[config.mk]
export PLATFORM = sky130hd
export DESIGN_NAME = low_power_issue_queue
export DESIGN_NICKNAME = d
export VERILOG_FILES = /design/src/rtl/lp_pkg.sv /design/src/rtl/lp_fifo_core.sv /design/src/rtl/low_power_issue_queue.sv
export SDC_FILE = /design/constraint.sdc
export NUM_CORES = 1
export LEC_CHECK = 0
export ABC_CLOCK_PERIOD_IN_PS = 2300
export BUFFER_PORTS_ARGS = -buffer_cell sky130_fd_sc_hd__buf_4
export CAP_MARGIN = 10
export CORE_MARGIN = 4
export CORE_UTILIZATION = 40
export DETAILED_ROUTE_END_ITERATION = 7
export HOLD_SLACK_MARGIN = 0.15
export PLACE_DENSITY_LB_ADDON = 0.2
export SYNTH_ARGS = -nofsm -noshare
export SYNTH_HDL_FRONTEND = slang
export SYNTH_SLANG_ARGS = --single-unit
[constraint.sdc]
create_clock -name clk -period 2.3 [get_ports clk]
set_clock_uncertainty 0.1 [all_clocks]
set_input_delay 0.115 -clock clk [delete_from_list [all_inputs] [get_ports clk]]
set_output_delay 0.115 -clock clk [all_outputs]
set_load 0.1 [all_outputs]
[src/rtl/lp_pkg.sv]
// Shared opcode definitions for the low-power issue queue and the control unit.
// Contents: opcode_t, the opcode constants, and a NOP test helper.
package lp_pkg;

    typedef logic [3:0] opcode_t;

    localparam opcode_t OPCODE_NOP   = 4'h0;
    localparam opcode_t OPCODE_LOAD  = 4'h1;
    localparam opcode_t OPCODE_STORE = 4'h2;
    localparam opcode_t OPCODE_ADD   = 4'h3;
    localparam opcode_t OPCODE_SUB   = 4'h4;
    localparam opcode_t OPCODE_AND   = 4'h5;
    localparam opcode_t OPCODE_OR    = 4'h6;
    localparam opcode_t OPCODE_XOR   = 4'h7;
    localparam opcode_t OPCODE_SHL   = 4'h8;
    localparam opcode_t OPCODE_SHR   = 4'h9;
    localparam opcode_t OPCODE_CMP   = 4'hA;
    localparam opcode_t OPCODE_BEQ   = 4'hB;
    localparam opcode_t OPCODE_BNE   = 4'hC;
    localparam opcode_t OPCODE_JMP   = 4'hD;
    localparam opcode_t OPCODE_SLEEP = 4'hE;
    localparam opcode_t OPCODE_HALT  = 4'hF;

    function automatic logic is_nop(input opcode_t op);
        return op == OPCODE_NOP;
    endfunction

endpackage

[src/rtl/lp_fifo_core.sv]
// Pointer-based FIFO storage with full/empty/occupancy.
// Ports:
//   clk, rst      clock, asynchronous active-high reset (pointers only)
//   clear         synchronous pointer reset (discards all entries)
//   push, wr_data write one entry at the tail (caller guarantees !full)
//   pop           advance the head (caller guarantees !empty)
//   head          current head entry (combinational read)
//   full, empty   occupancy flags
//   count         wr_ptr - rd_ptr
module lp_fifo_core #(
    parameter int DEPTH = 4,
    parameter int WIDTH = 4
) (
    input  logic                   clk,
    input  logic                   rst,
    input  logic                   clear,
    input  logic                   push,
    input  logic [WIDTH-1:0]       wr_data,
    input  logic                   pop,
    output logic [WIDTH-1:0]       head,
    output logic                   full,
    output logic                   empty,
    output logic [$clog2(DEPTH):0] count
);

    localparam int AW = $clog2(DEPTH);

    // Pointers carry one extra wrap bit so full and empty are distinguishable.
    logic [AW:0]      wr_ptr_reg;
    logic [AW:0]      rd_ptr_reg;
    logic [WIDTH-1:0] mem_reg [DEPTH];

    always_ff @(posedge clk) begin
        if (push) begin
            mem_reg[wr_ptr_reg[AW-1:0]] <= wr_data;
        end
    end

    always_ff @(posedge clk or posedge rst) begin
        if (rst) begin
            wr_ptr_reg <= '0;
            rd_ptr_reg <= '0;
        end else if (clear) begin
            wr_ptr_reg <= '0;
            rd_ptr_reg <= '0;
        end else begin
            if (push) wr_ptr_reg <= wr_ptr_reg + 1'b1;
            if (pop)  rd_ptr_reg <= rd_ptr_reg + 1'b1;
        end
    end

    assign head  = mem_reg[rd_ptr_reg[AW-1:0]];
    assign empty = (wr_ptr_reg == rd_ptr_reg);
    assign full  = (wr_ptr_reg[AW-1:0] == rd_ptr_reg[AW-1:0]) &&
                   (wr_ptr_reg[AW] != rd_ptr_reg[AW]);
    assign count = wr_ptr_reg - rd_ptr_reg;

endmodule

[src/rtl/low_power_issue_queue.sv]
// Opcode issue queue in front of the low-power control unit.
// Buffers fetched opcodes and issues at most one per cycle through a registered
// opcode/valid pair. The opcode register only loads on an issue, so the
// decoder's gated registers see no toggling while the queue is quiet.
// Ports:
//   clk, rst             clock, asynchronous active-high reset
//   in_valid, in_opcode  fetch offer; in_ready says the offer is taken
//   stall, flush         downstream hazard hold / redirect discard
//   opcode, valid        registered issue to the control unit
//   count                FIFO occupancy
//   idle                 registered hint after IDLE_CYCLES quiet cycles
module low_power_issue_queue
    import lp_pkg::*;
#(
    parameter int DEPTH       = 4,
    parameter int IDLE_CYCLES = 8,
    parameter bit DROP_NOP    = 1'b0
) (
    input  logic                   clk,
    input  logic                   rst,
    input  logic                   in_valid,
    input  opcode_t                in_opcode,
    output logic                   in_ready,
    input  logic                   stall,
    input  logic                   flush,
    output opcode_t                opcode,
    output logic                   valid,
    output logic [$clog2(DEPTH):0] count,
    output logic                   idle
);

    localparam int IW = $clog2(IDLE_CYCLES + 1);
    localparam logic [IW-1:0] IDLE_MAX = IW'(IDLE_CYCLES);

    logic    full;
    logic    empty;
    opcode_t head;
    logic    accept;
    logic    push;
    logic    pop;

    logic [IW-1:0] idle_cnt_reg;
    logic [IW-1:0] idle_cnt_next;

    // A same-cycle pop never frees a slot for a push: in_ready looks at
    // current occupancy only, which keeps this path short.
    assign in_ready = !full && !flush;
    assign accept   = in_valid && in_ready;
    // A dropped NOP is still handshaken, it just never reaches storage.
    assign push     = accept && !(DROP_NOP && is_nop(in_opcode));
    assign pop      = !flush && !stall && !empty;

    lp_fifo_core #(
        .DEPTH (DEPTH),
        .WIDTH ($bits(opcode_t))
    ) u_fifo (
        .clk     (clk),
        .rst     (rst),
        .clear   (flush),
        .push    (push),
        .wr_data (in_opcode),
        .pop     (pop),
        .head    (head),
        .full    (full),
        .empty   (empty),
        .count   (count)
    );

    // opcode loads only on an issue; flush and idle cycles just drop valid.
    always_ff @(posedge clk or posedge rst) begin
        if (rst) begin
            opcode <= OPCODE_NOP;
            valid  <= 1'b0;
        end else if (flush) begin
            valid  <= 1'b0;
        end else if (pop) begin
            opcode <= head;
            valid  <= 1'b1;
        end else begin
            valid  <= 1'b0;
        end
    end

    // Quiet-cycle counter: empty, nothing written, nothing issued last cycle.
    // Flush deliberately leaves it alone.
    always_comb begin
        idle_cnt_next = idle_cnt_reg;
        if (push) begin
            idle_cnt_next = '0;
        end else if (empty && !valid && (idle_cnt_reg != IDLE_MAX)) begin
            idle_cnt_next = idle_cnt_reg + 1'b1;
        end
    end

    always_ff @(posedge clk or posedge rst) begin
        if (rst) begin
            idle_cnt_reg <= '0;
            idle         <= 1'b0;
        end else begin
            idle_cnt_reg <= idle_cnt_next;
            idle         <= (idle_cnt_next == IDLE_MAX);
        end
    end

endmodule

# Word-level counts from Yosys, hierarchy flattened

Memories as Yosys holds them, arrays and structs flattened. A register that Yosys moved wholly into a read port is not among the register bits.
Cells that the tools add are included.

Bits in registers: 12
Latch bits: 0
Bits in writable memories: 16
ROM bits: 0
Output and inout port bits: 10
Word-level logic and storage cells: 41
Memories kept: 1

$add $sub $neg: 4
$mul: 0
Div/mod/pow operators: 0
$lt $le $gt $ge: 0
Equality and inequality tests: 5
Shifts and indexed selects: 0
Mux-type cells: 10
Bitwise gates (word level): 1
Reductions and logical operators: 15

Memories:

| name           | words | bits a word | read ports | clocked after Yosys merged registers in | write ports | line               | source |
|---|---|---|---|---|---|---|---|
| u_fifo.mem_reg | 4     | 4           | 1          | 1                                       | 1           | lp_fifo_core.sv:31 | `logic [WIDTH-1:0] mem_reg [DEPTH];` |

Operators with widths:

| kind                                                           | count |
|---|---|
| 3-bit 2-to-1 mux                                               | 4 |
| 4-bit 2-to-1 mux                                               | 2 |
| 1-bit logical AND                                              | 7 |
| 3-bit by 1-bit adder with 3-bit output (second input constant) | 2 |
| 1-bit logical NOT                                              | 5 |
| 4-bit by 1-bit adder with 4-bit output (second input constant) | 1 |
| 4-bit equality test (second input constant)                    | 1 |
| 1-bit 2-to-1 mux                                               | 4 |
| 4-bit != test (second input constant)                          | 1 |
| 2-bit nonzero test                                             | 2 |
| 3-bit equality test                                            | 1 |
| 3-bit subtractor                                               | 1 |
| 2-bit equality test                                            | 1 |
| 2-bit AND reduction                                            | 1 |
| 1-bit != test                                                  | 1 |
| 1-bit inverter                                                 | 1 |

# Longest topological paths before layout

Gate-level depths: netlist of run 1.

Depth after elaboration: 7
Mapped depth: 6
Depth with buffers taken out: 6

# Cells and area by module

From an unflattened synthesis of run 1, not the netlist that was laid out.

Cell total of the unflattened synthesis: 113
Area, all modules: 1,542.7 µm²

By module, submodules not included:

| module                | times used | cells each | area each (µm²) | sequential area each (µm²) |
|---|---|---|---|---|
| lp_fifo_core          | 1          | 65         | 1,021.0         | 630.6 |
| low_power_issue_queue | 1          | 48         | 521.8           | 250.2 |

# Least setup slack after synthesis of run 1

Ideal clock, no wire load.

Path kind: register -> output
Start point: register u_fifo.rd_ptr_reg[1]
End point: output port in_ready
Arrival: 2.560 ns
Slack: -0.475 ns
Stages on the path, launching flop included: 4
Cell sequence: dfrtp_1 inv_1 ha_1 a31oi_1

Longest elaborated chain between the ends: 4

RTL lines:

| item                     | line                        | source |
|---|---|---|
| start: declaration       | lp_fifo_core.sv:30          | `logic [AW:0] rd_ptr_reg;` |
| start signal: assignment | lp_fifo_core.sv:48          | `if (pop) rd_ptr_reg <= rd_ptr_reg + 1'b1;` |
| 2-bit equality test      | lp_fifo_core.sv:54          | `assign full = (wr_ptr_reg[AW-1:0] == rd_ptr_reg[AW-1:0]) &&` |
| 1-bit logical AND        | lp_fifo_core.sv:54          |  |
| 1-bit logical NOT        | low_power_issue_queue.sv:47 | `assign in_ready = !full && !flush;` |
| 1-bit logical AND        | low_power_issue_queue.sv:47 |  |
| end: declaration         | low_power_issue_queue.sv:23 | `output logic in_ready,` |

Every way passes these cells.

# Worst setup path after layout of run 1

Start point: register u_fifo.wr_ptr_reg[0]
End point: register idle

Longest elaborated chain between the ends: 7

RTL lines:

| item                     | line                         | source |
|---|---|---|
| start: declaration       | lp_fifo_core.sv:29           | `logic [AW:0] wr_ptr_reg;` |
| start signal: assignment | lp_fifo_core.sv:47           | `if (push) wr_ptr_reg <= wr_ptr_reg + 1'b1;` |
| 2-bit equality test      | lp_fifo_core.sv:54           |  |
| 1-bit logical AND        | lp_fifo_core.sv:54           |  |
| 1-bit logical NOT        | low_power_issue_queue.sv:47  |  |
| 1-bit logical AND        | low_power_issue_queue.sv:47  |  |
| 1-bit logical AND        | low_power_issue_queue.sv:48  | `assign accept = in_valid && in_ready;` |
| 4-bit 2-to-1 mux (*)     | low_power_issue_queue.sv:88  | `if (push) begin` |
| 4-bit equality test (*)  | low_power_issue_queue.sv:101 | `idle <= (idle_cnt_next == IDLE_MAX);` |
| end signal: assignment   | low_power_issue_queue.sv:101 |  |
| end: declaration         | low_power_issue_queue.sv:29  | `output logic idle` |

Every way passes the cells marked *; elsewhere a longest branch is shown, timed or not.
A chain may end at the register's enable or synchronous reset.

==> key figures, run 1 <==
Yosys
  • #FFs+latches synth: 32
  • Seq/Total Area, Yosys: 0.578
  • Net count after synthesis: 126
  • Cell Area, Synth: 0.00152 mm2
  • YS warnings: 0
  • Syn avg cell area: 14.2 um2
  • Yosys cell types: 31
  • Top_reg_cell synth: edfxtp_1
  • Ranking of synthesized cells by area: edfxtp_1 32%, dfrtp_1 26%, ha_1 7.4%
  • Yosys top cell by area: edfxtp_1
  • Top cell type's share of synthesized area: 0.315
  • Cell count after synthesis: 107
  • Post-synth EDFFs: 16
  • Asr flop ratio synth: 0.500

Clock network
  • CTS sink count: 32
  • CTS tree: built
  • H-tree level count: 2
  • # resized after CTS: 0
  • Clk root buf: clkbuf_8
  • Post-CTS Setup Bufs: 0
  • Hold Buf Count CTS: 7
  • Clock buffer count from CTS: 5
  • Clock transition at path regs: 60 ps
  • Clk_lat worst skew: 270 ps
  • CTS max path bufs: 2

STA
  • Worst-Margin Slew: 649 ps
  • Max-slew violations: 0
  • Final min period: 2150 ps
  • Setup violations, final: 0
  • Period utilisation layout: 0.933
  • Max Freq: 0.466 GHz
  • Slew headroom: 0.567
  • Final Hold Viols: 0
  • Setup TNS Final: 0 ps
  • RSZ-0062 raised after global routing: no

Global routing
  • Vias in the first global route: 916
  • Initial antenna violation count: 0
  • Total GRT Usage: 0.129
  • First-pass GRT wire length: 4.71 mm
  • GR Overflow Total: 0
  • Pin count of the biggest net entering global routing: 17

Worst setup path
  • CP max stage delay: 400 ps
  • Critical path's top delay family: flip-flops
  • Required time worst endpoint: 2370 ps
  • Max FO, Critical Path: 5
  • WP buf/inv: 1
  • Crit path cell chain: inv_1, ha_1, nand3b_1, a311oi_2, mux2_2, and3_1
  • CP Class: flip-flop to flip-flop
  • Critical path endpoint category: flip-flop
  • CP Launch Type: flip-flop
  • CP max stage cell: dfrtp_1
  • Worst Path Arrival: 2210 ps

Layout
  • Final core occ: 0.528
  • Number of fill cells in the layout: 310
  • N_diodes: 0
  • Max FFs per register: 16
  • Nets: 160
  • Syn-to-layout area delta: 26.8%
  • Share of cells above drive strength 1: 0.345

Power
  • Leak: 0.835 nW
  • Overall Power: 2.31 mW
  • Pwr per Cell Area: 1190 mW/mm2
  • Peak VDD IR: 0.462 mV

Floorplan
  • Rows: 22
  • Die X: 69.7 um
  • Die H: 69.7 um
  • Core area: 0.00366 mm2
  • Starting density of the core: 0.416
  • Die area: 0.00486 mm2
  • I/O Pins: 19

Detailed routing
  • 1st-iter DRT viols: 50
  • Residual DRC: 0
  • Via count: 918
  • Vias per cell: 4.83
  • Drt total wl: 2.78 mm
  • Post-DRT Antenna Nets: 0
  • Wire length per cell: 14.7 um
  • DRT Pass-1 Iters: 4

Min path
  • Worst hold path class: primary input to flip-flop

Run status
  • Status: completed

Run
  • Max Cap Violations: 0

Placement
  • Gpl congestion: 0.709
  • PortBufs: 18
  • Hpwl dp: 2.10 mm
## synthesized netlist by cell type, types with 2 or more instances
cell      instances
a311oi_2          2
and2_1            4
dfrtp_1          16
edfxtp_1         16
ha_1              9
inv_1            12
mux2_2            6
mux2i_1           4
mux4_2            4
nand2_1           2
nor2_1            9
o31ai_1           2
xor2_1            3
## worst reg2reg max path: stages, from the launching register on
cell	delay [ps]
dfrtp_1	400
inv_1	100
ha_1	390
nand3b_1	180
a311oi_2	300
mux2_2	380
and3_1	180
## cell usage in the layout (no fill, tap or decap), drive strengths merged, types with 2 or more instances in the layout
cell         instances
a21oi                2
a311oi               2
and2                 4
buf                 23
clkbuf               6
dfrtp               16
dlygate4sd3          7
edfxtp              16
ha                   9
inv                 12
mux2                 6
mux2i                4
mux4                 4
nand2                2
nor2                10
o31ai                2
xor2                 4
## path summary, 6_finish.rpt
| path | from | endpoint | slack, ps | cells after the start |
|---|---|---|---|---|
| max in group asynchronous | rst | opcode[1] | 1300 | 3 |
| worst min register to register | opcode[0] | opcode[0] | 400 | 1 |
| worst max-delay path | u_fifo.wr_ptr_reg[0] | idle | 150 | 6 |
| min in group asynchronous | rst | idle_cnt_reg[3] | 390 | 3 |
| worst max register to register | u_fifo.wr_ptr_reg[0] | idle | 150 | 6 |
| worst min-delay path | in_valid | idle_cnt_reg[0] | 260 | 5 |
## routing by layer
| layer | wire length [um] | track usage | up-vias |
|---|---|---|---|
| met5 | 0 | 0 | - |
| met4 | 28 | 0.0383 | 0 |
| met3 | 126 | 0.0464 | 4 |
| met2 | 1380 | 0.202 | 20 |
| met1 | 1250 | 0.167 | 449 |
| li1 | - | - | 445 |
## cells by family after synthesis
group           after synthesis  synth area share
buf+inv                      15            0.0402
flops                        32             0.578
mux                          14             0.130
simple gates                 22            0.0780
compound gates                9            0.0534
fa+ha+maj                    10            0.0870
xor+xnor                      5            0.0337
## cell type report
cell class | instances | area (um2) | share of cell area
repair buffers | 30 | 243 | 0.126
clock buffers | 6 | 72.6 | 0.0376
clock inverters | 2 | 35.0 | 0.0181
inverters | 12 | 45.0 | 0.0233
well taps | 48 | 60.1 | 0.0311
multi-input cells | 60 | 596 | 0.308
flip-flops and latches | 32 | 881 | 0.456
## stage by stage
step / area [um2] / hold WS [ps] / worst slack, ps / cells
after floorplan: 1540 / -71.3 / 122 / 107
after global placement: 1750 / 129 / 287 / 175
after detailed placement: 1750 / 146 / 166 / 175
after CTS: 1930 / 250 / 144 / 190
after global routing: 1930 / 285 / 55.4 / 190
final: 1930 / 258 / 153 / 190
## where the power goes
| group | internal [mW] | switching (mW) |
|---|---|---|
| sequential | 0.690 | 0.0646 |
| clock | 0.321 | 0.189 |
| combinational | 0.316 | 0.726 |
Power figures use the tool's default switching activity.
==> run 2: changes to the inputs <==
--- a/config.mk
+++ b/config.mk
@@ -5,7 +5,7 @@
 export SDC_FILE = /design/constraint.sdc
 export NUM_CORES = 1
 export LEC_CHECK = 0
-export ABC_CLOCK_PERIOD_IN_PS = 2300
+export ABC_CLOCK_PERIOD_IN_PS = 2200
 export BUFFER_PORTS_ARGS = -buffer_cell sky130_fd_sc_hd__buf_4
 export CAP_MARGIN = 10
 export CORE_MARGIN = 4
==> constraint.sdc (replaced) <==
create_clock -name clk -period 2.2 [get_ports clk]
set_clock_uncertainty 0.1 [all_clocks]
set_input_delay 0.11 -clock clk [delete_from_list [all_inputs] [get_ports clk]]
set_output_delay 0.11 -clock clk [all_outputs]
set_load 0.1 [all_outputs]
==> run 2 against run 1 <==
Against the previous run: sequential power increased by 4.6%; flip-flop and latch count unchanged; fmax increased by 2.4%; wire length increased by 1.3%; global-route usage unchanged; count of clock-buffer cells in the layout unchanged; power increased by 5.7%; combinational power increased by 7%; hold slack about the same.
==> key figures, run 2 (synthesis results as in run 1) <==
Run status
  • Status: completed

Detailed routing
  • Post-DRT Antenna Nets: 0
  • 1st-iter DRT viols: 47
  • Wire length per cell: 14.7 um
  • Vias per cell: 4.81
  • Residual DRC: 0
  • DRT Pass-1 Iters: 4
  • Via count: 923
  • Drt total wl: 2.82 mm

Global routing
  • Pin count of the biggest net entering global routing: 17
  • First-pass GRT wire length: 4.71 mm
  • Vias in the first global route: 916
  • GR Overflow Total: 0
  • Initial antenna violation count: 0
  • Total GRT Usage: 0.129

STA
  • Setup violations, final: 0
  • Max-slew violations: 0
  • Setup TNS Final: 0 ps
  • Final min period: 2100 ps
  • Final Hold Viols: 0
  • Period utilisation layout: 0.953
  • Worst-Margin Slew: 624 ps
  • Slew headroom: 0.584
  • Max Freq: 0.477 GHz
  • RSZ-0062 raised after global routing: no

Floorplan
  • Die X: 69.7 um
  • Core area: 0.00366 mm2
  • Starting density of the core: 0.416
  • Die area: 0.00486 mm2
  • Rows: 22
  • I/O Pins: 19
  • Die H: 69.7 um

Layout
  • Most frequent cells in the layout: 25 x buf_4, 16 x dfrtp_1, 16 x edfxtp_1
  • Final core occ: 0.532
  • Max FFs per register: 16
  • Share of cells above drive strength 1: 0.361
  • Syn-to-layout area delta: 27.9%
  • Nets: 162
  • Most common cell after layout, fill and taps aside: buf_4
  • N_diodes: 0

Placement
  • Hpwl dp: 2.10 mm
  • Gpl congestion: 0.709
  • PortBufs: 18

Run
  • Max Cap Violations: 0

Clock network
  • Clock buffer count from CTS: 5
  • Clk_lat worst skew: 280 ps
  • CTS tree: built
  • Clk root buf: clkbuf_8
  • CTS max path bufs: 2
  • H-tree level count: 2
  • CTS sink count: 32
  • Clock transition at path regs: 60 ps

Worst setup path
  • Critical path endpoint category: flip-flop
  • Max FO, Critical Path: 5
  • Required time worst endpoint: 2270 ps
  • Reg-to-reg setup timing slack: 100 ps
  • CP Class: flip-flop to flip-flop
  • Worst Path Arrival: 2160 ps
  • CP Launch Type: flip-flop

Power
  • Overall Power: 2.44 mW
  • Pwr per Cell Area: 1250 mW/mm2
  • Leak: 0.843 nW
  • Peak VDD IR: 0.498 mV

Min path
  • Worst hold path class: primary input to flip-flop
==> run 2: cell types whose count changed in the layout (fill, tap and decap cells not counted) <==
| cell | change |
|---|---|
| buf_4 | +2 |
| ha_2 | +1 |
| ha_1 | -1 |
==> run 2: final timing paths <==
| kind | from | endpoint | depth (start not counted) |
|---|---|---|---|
| max in group asynchronous | rst | opcode[1] | 3 |
| hold reg to reg | opcode[0] | opcode[0] | 1 |
| min in group asynchronous | rst | idle | 3 |
| setup reg to reg | u_fifo.wr_ptr_reg[0] | idle | 6 |
| setup / recovery | u_fifo.wr_ptr_reg[0] | idle | 6 |
| hold / removal | in_valid | idle_cnt_reg[0] | 5 |
==> run 2: power by group <==
part	internal [mW]	leakage [nW]	switching, mW	total (mW)
Combinational	0.348	0.433	0.763	1.11
Sequential	0.721	0.354	0.0675	0.789
Clock	0.336	0.0552	0.201	0.537
Total	1.41	0.843	1.03	2.44
==> run 2: worst max-delay path: stages (launching register included) <==
cell and delay (ps):
dfrtp_1 370, inv_1 90, ha_2 390, nand3b_1 160
a311oi_2 320, mux2_2 370, and3_1 180
==> run 2: layout make-up <==
cell class / count / area, um2
fillers: 311 / 1710
clock buffers: 6 / 72.6
well taps: 48 / 60.1
flip-flops and latches: 32 / 881
multi-input cells: 60 / 598
repair buffers: 32 / 258
inverters: 12 / 45.0
clock inverters: 2 / 35.0
==> run 2: stage by stage <==
stage	hold WS, ps	setup WS, ps	cell area [um2]	cells
floorplan	-76.3	27.3	1540	107
global placement	124	187	1750	175
detailed placement	141	66.4	1750	175
CTS	245	43.9	1930	190
global route	283	25.0	1950	192
finish	257	104	1950	192
==> run 2: timing repair <==
action | 4_1_cts | 5_1_grt
hold buffers | 7 | 0
setup buffers | 0 | 2
endpoints found under the hold margin | 38 | 0
gates resized for setup | 0 | 1
endpoints found under the setup margin | 0 | 1
==> run 2: layer usage <==
layer  track usage  wire [um]  up-vias
met2         0.202       1380       19
met5             0          0        -
li1              -          -      446
met1         0.167       1280      454
met3        0.0464        133        4
met4        0.0383         29        0
